### src/rtl/depermutator.sv
// rtl/depermutator.sv - receive-side inverse of the scan-bus permutator with 2-entry valid/ready buffer
//
// Purpose:
//   Restores a permuted scan-bus word from the word and the control code that
//   produced it. The inverse is computed when the word is pushed and is stored
//   together with a lossy flag. A 2-entry buffer (head + skid register) gives
//   full throughput. in_ready depends on registered state only.
//
// Ports:
//   clk, rst_n            clock (rising edge), asynchronous active-low reset
//   in_valid/in_ready     input handshake
//   in_data, in_cntrl     permuted word and its control code
//   out_valid/out_ready   output handshake
//   out_data, out_lossy   restored word and its "not exact" flag
//   cnt_clr               synchronous clear of loss_cnt
//   loss_cnt              saturating count of lossy words delivered
//
// Optional feature:
//   DEPERM_LOSSCNT_EN     when defined, loss_cnt counts lossy pops.
//                         When undefined, loss_cnt is 0 and cnt_clr is ignored.

module depermutator #(
    parameter int scBusSize = 37,
    parameter int cntrlSize = 4,
    parameter int cntWidth  = 16
) (
    input  logic                 clk,
    input  logic                 rst_n,
    input  logic                 in_valid,
    output logic                 in_ready,
    input  logic [scBusSize-1:0] in_data,
    input  logic [cntrlSize-1:0] in_cntrl,
    output logic                 out_valid,
    input  logic                 out_ready,
    output logic [scBusSize-1:0] out_data,
    output logic                 out_lossy,
    input  logic                 cnt_clr,
    output logic [cntWidth-1:0]  loss_cnt
);

    // The bit map below is hard-wired for a 37-bit bus and a 4-bit code.
    if (scBusSize != 37) begin : g_bad_bus_size
        $error("depermutator: scBusSize must be 37");
    end
    if (cntrlSize != 4) begin : g_bad_cntrl_size
        $error("depermutator: cntrlSize must be 4");
    end

    typedef enum logic [1:0] {
        S_EMPTY = 2'd0,
        S_ONE   = 2'd1,
        S_FULL  = 2'd2
    } state_t;

    state_t state_q, state_d;

    logic [scBusSize-1:0] head_data, skid_data;
    logic                 head_lossy, skid_lossy;

    logic [scBusSize-1:0] inv_data;
    logic                 inv_lossy;

    logic push, pop;
    logic load_head_in, load_head_skid, load_skid;

    // Inverse permutation of the incoming word.
    always_comb begin
        inv_data  = '0;
        inv_lossy = 1'b0;
        case (in_cntrl)
            4'd0:  inv_data = ~in_data;
            4'd3,
            4'd7,
            4'd8,
            4'd11: inv_data = in_data;
            // swap of the two end bits
            4'd14: inv_data = {in_data[0], in_data[35:1], in_data[36]};
            // three-field reorder, equivalent to a rotate left by 16
            4'd5:  inv_data = {in_data[20:4], in_data[3:0], in_data[36:21]};
            4'd1: begin
                inv_data  = in_data >> 1;
                inv_lossy = 1'b1;
            end
            4'd2: begin
                inv_data  = in_data << 1;
                inv_lossy = 1'b1;
            end
            4'd12: begin
                inv_data  = in_data >> 2;
                inv_lossy = 1'b1;
            end
            4'd13: begin
                inv_data  = in_data << 2;
                inv_lossy = 1'b1;
            end
            4'd6: begin
                inv_data  = in_data << 6;
                inv_lossy = 1'b1;
            end
            4'd15: begin
                inv_data  = in_data >> 5;
                inv_lossy = 1'b1;
            end
            4'd4: begin
                inv_data[4] = in_data[0];
                inv_lossy   = 1'b1;
            end
            default: begin
                // codes 9 and 10 discard the whole word
                inv_data  = '0;
                inv_lossy = 1'b1;
            end
        endcase
    end

    // Handshake outputs come straight from the state register, so there is
    // no combinational path from out_ready to in_ready.
    assign in_ready  = (state_q != S_FULL);
    assign out_valid = (state_q != S_EMPTY);
    assign push      = in_valid & in_ready;
    assign pop       = out_valid & out_ready;

    always_ff @(posedge clk or negedge rst_n) begin
        if (!rst_n) begin
            state_q <= S_EMPTY;
        end else begin
            state_q <= state_d;
        end
    end

    // The head register is the output; the skid register holds the second word.
    // The head is only rewritten when a new word is presented, so it keeps
    // its last value while the buffer is empty.
    always_comb begin
        state_d        = state_q;
        load_head_in   = 1'b0;
        load_head_skid = 1'b0;
        load_skid      = 1'b0;
        case (state_q)
            S_EMPTY: begin
                if (push) begin
                    load_head_in = 1'b1;
                    state_d      = S_ONE;
                end
            end
            S_ONE: begin
                if (push && pop) begin
                    load_head_in = 1'b1;
                end else if (push) begin
                    load_skid = 1'b1;
                    state_d   = S_FULL;
                end else if (pop) begin
                    state_d = S_EMPTY;
                end
            end
            S_FULL: begin
                if (pop) begin
                    load_head_skid = 1'b1;
                    state_d        = S_ONE;
                end
            end
            default: begin
                state_d = S_EMPTY;
            end
        endcase
    end

    always_ff @(posedge clk or negedge rst_n) begin
        if (!rst_n) begin
            head_data  <= '0;
            head_lossy <= 1'b0;
        end else if (load_head_in) begin
            head_data  <= inv_data;
            head_lossy <= inv_lossy;
        end else if (load_head_skid) begin
            head_data  <= skid_data;
            head_lossy <= skid_lossy;
        end
    end

    always_ff @(posedge clk or negedge rst_n) begin
        if (!rst_n) begin
            skid_data  <= '0;
            skid_lossy <= 1'b0;
        end else if (load_skid) begin
            skid_data  <= inv_data;
            skid_lossy <= inv_lossy;
        end
    end

    assign out_data  = head_data;
    assign out_lossy = head_lossy;

`ifdef DEPERM_LOSSCNT_EN
    logic [cntWidth-1:0] cnt_q;

    // Clear wins over a same-cycle increment; the count sticks at all-ones.
    always_ff @(posedge clk or negedge rst_n) begin
        if (!rst_n) begin
            cnt_q <= '0;
        end else if (cnt_clr) begin
            cnt_q <= '0;
        end else if (pop && head_lossy && (cnt_q != {cntWidth{1'b1}})) begin
            cnt_q <= cnt_q + {{(cntWidth-1){1'b0}}, 1'b1};
        end
    end

    assign loss_cnt = cnt_q;
`else
    logic unused_cnt_clr;
    assign unused_cnt_clr = cnt_clr;
    assign loss_cnt       = '0;
`endif

endmodule

### config.mk
export PLATFORM = sky130hd
export DESIGN_NAME = depermutator
export DESIGN_NICKNAME = d
export VERILOG_FILES = /design/src/rtl/depermutator.sv
export SDC_FILE = /design/constraint.sdc
export NUM_CORES = 1
export LEC_CHECK = 0
export ABC_AREA = 1
export CELL_PAD_IN_SITES_DETAIL_PLACEMENT = 1
export CELL_PAD_IN_SITES_GLOBAL_PLACEMENT = 2
export CORE_AREA = 2 2 150 152
export CTS_BUF_LIST = sky130_fd_sc_hd__clkbuf_4 sky130_fd_sc_hd__clkbuf_8
export CTS_CLUSTER_DIAMETER = 120
export DETAILED_ROUTE_END_ITERATION = 10
export DIE_AREA = 0 0 152 154
export PLACE_DENSITY_LB_ADDON = 0.1
export SLEW_MARGIN = 25
export SYNTH_ARGS = -nofsm -noshare
export SYNTH_HDL_FRONTEND = slang
export SYNTH_SLANG_ARGS = --single-unit
### constraint.sdc
create_clock -name clk -period 2 [get_ports clk]
set_input_delay 0.5 -clock clk [delete_from_list [all_inputs] [get_ports clk]]
set_output_delay 0.5 -clock clk [all_outputs]
set_load 0.1 [all_outputs]
Word level (Yosys, flattened, before mapping) --
Cells that the tools add are included.
Storage, ports and cells: latch bits 0, memory bits (read-only) 0, flip-flop bits (word level) 78, memory bits (writable) 0, memories kept 0, input port bits 46, word-level logic and storage cells 58
Cells by class: $lt $le $gt $ge 0, multiply operators 0, equal/unequal tests 20, reductions and logical operators 9, bitwise logic cells 3, divide/modulo/power cells 0, shift operators 0, multiplexer cells 21, $add $sub $neg 0
Operators with widths (count):
- $pmux W32 S10 | 1
- $mux W37 | 2
- $not A37 Y37 | 1
- $pmux W4 S9 | 1
- $eq A4 B4 Y1 const B | 6
- $eq A4 B3 Y1 const B | 4
- $mux W2 | 5
- $mux W1 | 9
- $pmux W1 S9 | 1
- $eq A4 B2 Y1 const B | 2
- $ne A2 B2 Y1 const B | 4
- $reduce_or A7 Y1 | 1
- $pmux W2 S3 | 1
- $reduce_or A5 Y1 | 1
- $eq A4 B1 Y1 const B | 1
- $logic_not A4 Y1 | 1
- $reduce_and A4 Y1 | 1
- $reduce_bool A2 Y1 | 2
- $reduce_or A4 Y1 | 1
- $ne A3 B3 Y1 const B | 1
- $and A1 B1 Y1 | 2
- $eq A2 B1 Y1 const B | 1
- $eq A2 B2 Y1 const B | 1
- $logic_not A2 Y1 | 1
- 2 further kinds | 2

Longest topological paths before layout --
depth after elaboration 6, depth in mapped cells 10, gate-level depth less buffers 9

Worst setup path before layout --
No wires, ideal clock.
path kind register to output, from reg state_q[1], to out out_valid, arrival time 1.095 ns, cell stages (with the launch flop) 3, required time 1.500 ns, slack 0.405 ns, buffers on the path 0, cells stage by stage dfrtp_1 inv_1 nand2_1
Between the ends: word-level cells in the longest chain between the ends 1
Ends and longest elaborated chain:
- start, declared | RTL line 55 | state_t state_q, state_d;
- start signal, assigned | RTL line 127 | state_q <= state_d;
- $reduce_bool A2 Y1 | RTL line 119 | assign out_valid = (state_q != S_EMPTY);
- end, declared | RTL line 33 | output logic out_valid,
Every way passes these cells.

Worst setup path in the final report --
from in in_cntrl[0], to reg head_data[10], in the netlist out_data[10]
Between the ends: word-level cells in the longest chain between the ends 4, elaborated cells on any way between the ends 16, classes of those cells eq/ne (12); mux (2); reduce/logical (2)
Ends and longest elaborated chain:
- start, declared | RTL line 32 | input logic [cntrlSize-1:0] in_cntrl,
- $eq A4 B2 Y1, or another cell as far along | RTL line 70 | case (in_cntrl)
- $reduce_or A4 Y1 | RTL line 70
- $pmux W32 S10 * | RTL line 70
- $mux W37 * | RTL line 172 | end else if (load_head_in) begin
- end signal, assigned | RTL line 173 | head_data <= inv_data;
- end signal, assigned | RTL line 176 | head_data <= skid_data;
- end, declared | RTL line 57 | logic [scBusSize-1:0] head_data, skid_data;
Mark *: on every way between the ends. The rest lies on a longest branch, timed or not. A chain may end at the register's enable or synchronous reset.

==> reports/results.tsv <==
metric	value	unit
fin_setup_tns	0	ns
p_sw_share	47.6	%
clk_pin_slew	0.09	ns
drive_gt1_share	19.1	%
die_w	152	um
relSlewSlack	65.0	%
wl_per_cell	18.9	um
routabilityCongestion	0.888	
cts_max_path_buffers	2	
final_design_area_no_fill	0.00894	mm^2
finish.net_count	1251	
grt-ovfl-total	0	
ant_nets	0	
max_freq	513	MHz
worstPathRequired	2.31	ns
num_io_pins	102	
dpl.cell_count	1472	
total_power	8.08	mW
post_cts_buffers	0	
grt_max_degree	34	
layout_commonest_cell	nand2_1	
diodes	0	
synth_area	0.00598	mm^2
hold_ws	0.0656	ns
reg2reg_from	state_q[0]	
crit_path_frequent_cell	nand2_1	
cp-startpoint	in_cntrl[0]	
path_cells	clkdlybuf4s50_1 > buf_6 > nor2_4 > nand2_2 > buf_8 > buf_4 > o21ai_0 > nor2_1 > nand3_1 > nand2_1 > nand2_1	
cp.arrival	2.26	ns
antenna_found_initial	0	
grt_pass1_vias	7455	
switching_power	3.84	mW
clock-sinks	78	
h-tree-depth	3	
postPlaceCellArea	0.00854	mm^2
ys_ff_latch	78	
fin_crit_sh	97.5	%
vias_per_cell	4.93	
combPwrFrac	52.7	%
die_area	0.0234	mm^2
synth_seq_area_share	32.7	%
drc_errors	0	
fin_util	41.2	%
critical_path_peak_fanout	8	
hpwl	21.5	mm
cts_buffers	9	
hold_violations	0	
die_h	154	um
start_util	27.6	%
max_cap_viol_count	0	
final_cells	1490	
insertion_delay	0.38	ns
cts_tree	built	
reg2reg_depth	8	
min_period	1.95	ns
min_path_type	in -> async	
syn_avg_cell_area	5.84	um^2
critical_path.max_stage_delay	0.47	ns
io_buffers	84	
rr_endpoint	skid_data[18]	
p_per_area	904	mW/mm^2
p_leak	4.54	nW
pre_cts_slack	-0.532	ns
drt_wl_total	28.2	mm
critPathCaptureType	flip-flop	
p_int	4.24	mW
synth.yosys.warnings	0	
ys_types	23	
area_growth	49.6	%
endpoint	out_data[10]	
grt_usage	23.9	%
grt_pass1_wl	43.2	mm
timing.final.ws_setup	0.0505	ns
mostFrequentLayoutCells	413 x nand2_1, 129 x nand3_1, 121 x buf_4, 115 x o21ai_0, 86 x inv_1	
tightest_slew	0.525	ns
fin_skew	0.0140	ns
hold_buffers	0	
reg2reg_slack	0.42	ns
synth_cells	1024	
rows	54	
outcome	completed	
pwr-share-seq	29.8	%
p_clk_share	17.5	%
ir_drop	0.000374	V
drt_iter0_markers	421	
vias	7343	
detail_route.first_pass.iterations	5	
root_buffer	clkbuf_8	
cp_slowest_cell	clkdlybuf4s50_1	
maxSlewViolCount	0	
worstSetupPathType	in -> reg	
core	0.0217	mm^2
setup_violations	0	
startpoint_type	input pin	
## cells in the mapped netlist
cell	count	area [um^2]
buf_4	17	128
nand3_1	138	691
nand3_2	1	10.0
inv_2	4	15.0
nand2_1	416	1560
inv_1	87	327
nor2_1	87	327
buf_1	3	11.3
clkbuf_1	26	97.6
o21ai_1	13	65.1
nor3_2	1	10.0
nand4_1	2	12.5
dfrtp_1	78	1950
clkbuf_2	1	5.00
a21oi_1	2	10.0
nor2_2	1	6.26
conb_1	1	3.75
nor2_4	1	11.3
buf_6	1	11.3
o21ai_0	117	586
o31ai_1	1	7.51
buf_2	24	120
nor3_1	2	10.0
## kinds of logic (layout without fill, tap and decap cells)
logic type	after synthesis	count (layout)	share of synthesized area [%]
buffers and inverters	163	334	12.0
AOI/OAI and AO/OA	133	133	11.2
DFF	78	78	32.7
and+or+nand+nor	649	649	44.1
other	1	16	0.0627
## power by group through the flow
stage | clock network (mW) | logic [mW] | registers (mW)
2_1_floorplan | 0 | 1.12 | 3.71
3_3_place_gp | 0 | 4.20 | 2.42
3_5_place_dp | 0 | 4.24 | 2.44
4_1_cts | 1.47 | 4.25 | 2.41
5_1_grt | 1.54 | 4.50 | 2.46
6_report | 1.42 | 4.26 | 2.40
## critical path, delay by kind of cell
| kind | cells | cell delay (ns) |
|---|---|---|
| AND/OR/NAND/NOR | 6 | 0.66 |
| buffers and inverters | 4 | 0.93 |
| AO/OA/AOI/OAI | 1 | 0.16 |
## registers in the layout, summed over array words and instances (netlist names)
register / cells
out_data: 37
out_lossy: 1
skid_data: 37
skid_lossy: 1
state_q: 2
## what timing repair did
action,CTS,global route
gates resized for setup,4,28
endpoints found under the setup margin,19,66
gates cloned,0,2
pin swaps,0,4
## how the worst min path moves through the flow
stage | startpoint | end | slack, ns
global placement | skid_data[3] | skid_data[3] | 0.46
CTS | rst_n | out_data[15] | 0.06
global route | rst_n | out_data[15] | 0.07
finish | rst_n | out_data[15] | 0.07
detailed placement | skid_data[28] | skid_data[28] | 0.47
floorplan | rst_n | out_data[0] | 0.20
## final cells by class
class / instances / area [um^2]
Sequential cell: 78 / 1950
Fill cell: 2765 / 12700
Inverter: 91 / 342
Clock inverter: 6 / 93.8
Tap cell: 280 / 350
Clock buffer: 10 / 138
Timing Repair Buffer: 227 / 2590
Multi-Input combinational cell: 798 / 3480
## layer usage
| layer | GRT usage [%] | routed length [um] |
|---|---|---|
| met3 | 3.16 | 1140 |
| met5 | 0 | 0 |
| met1 | 32.9 | 13200 |
| met4 | 8.86 | 886 |
| met2 | 38.2 | 13000 |
Note: power is estimated with default switching activity, not from simulation.
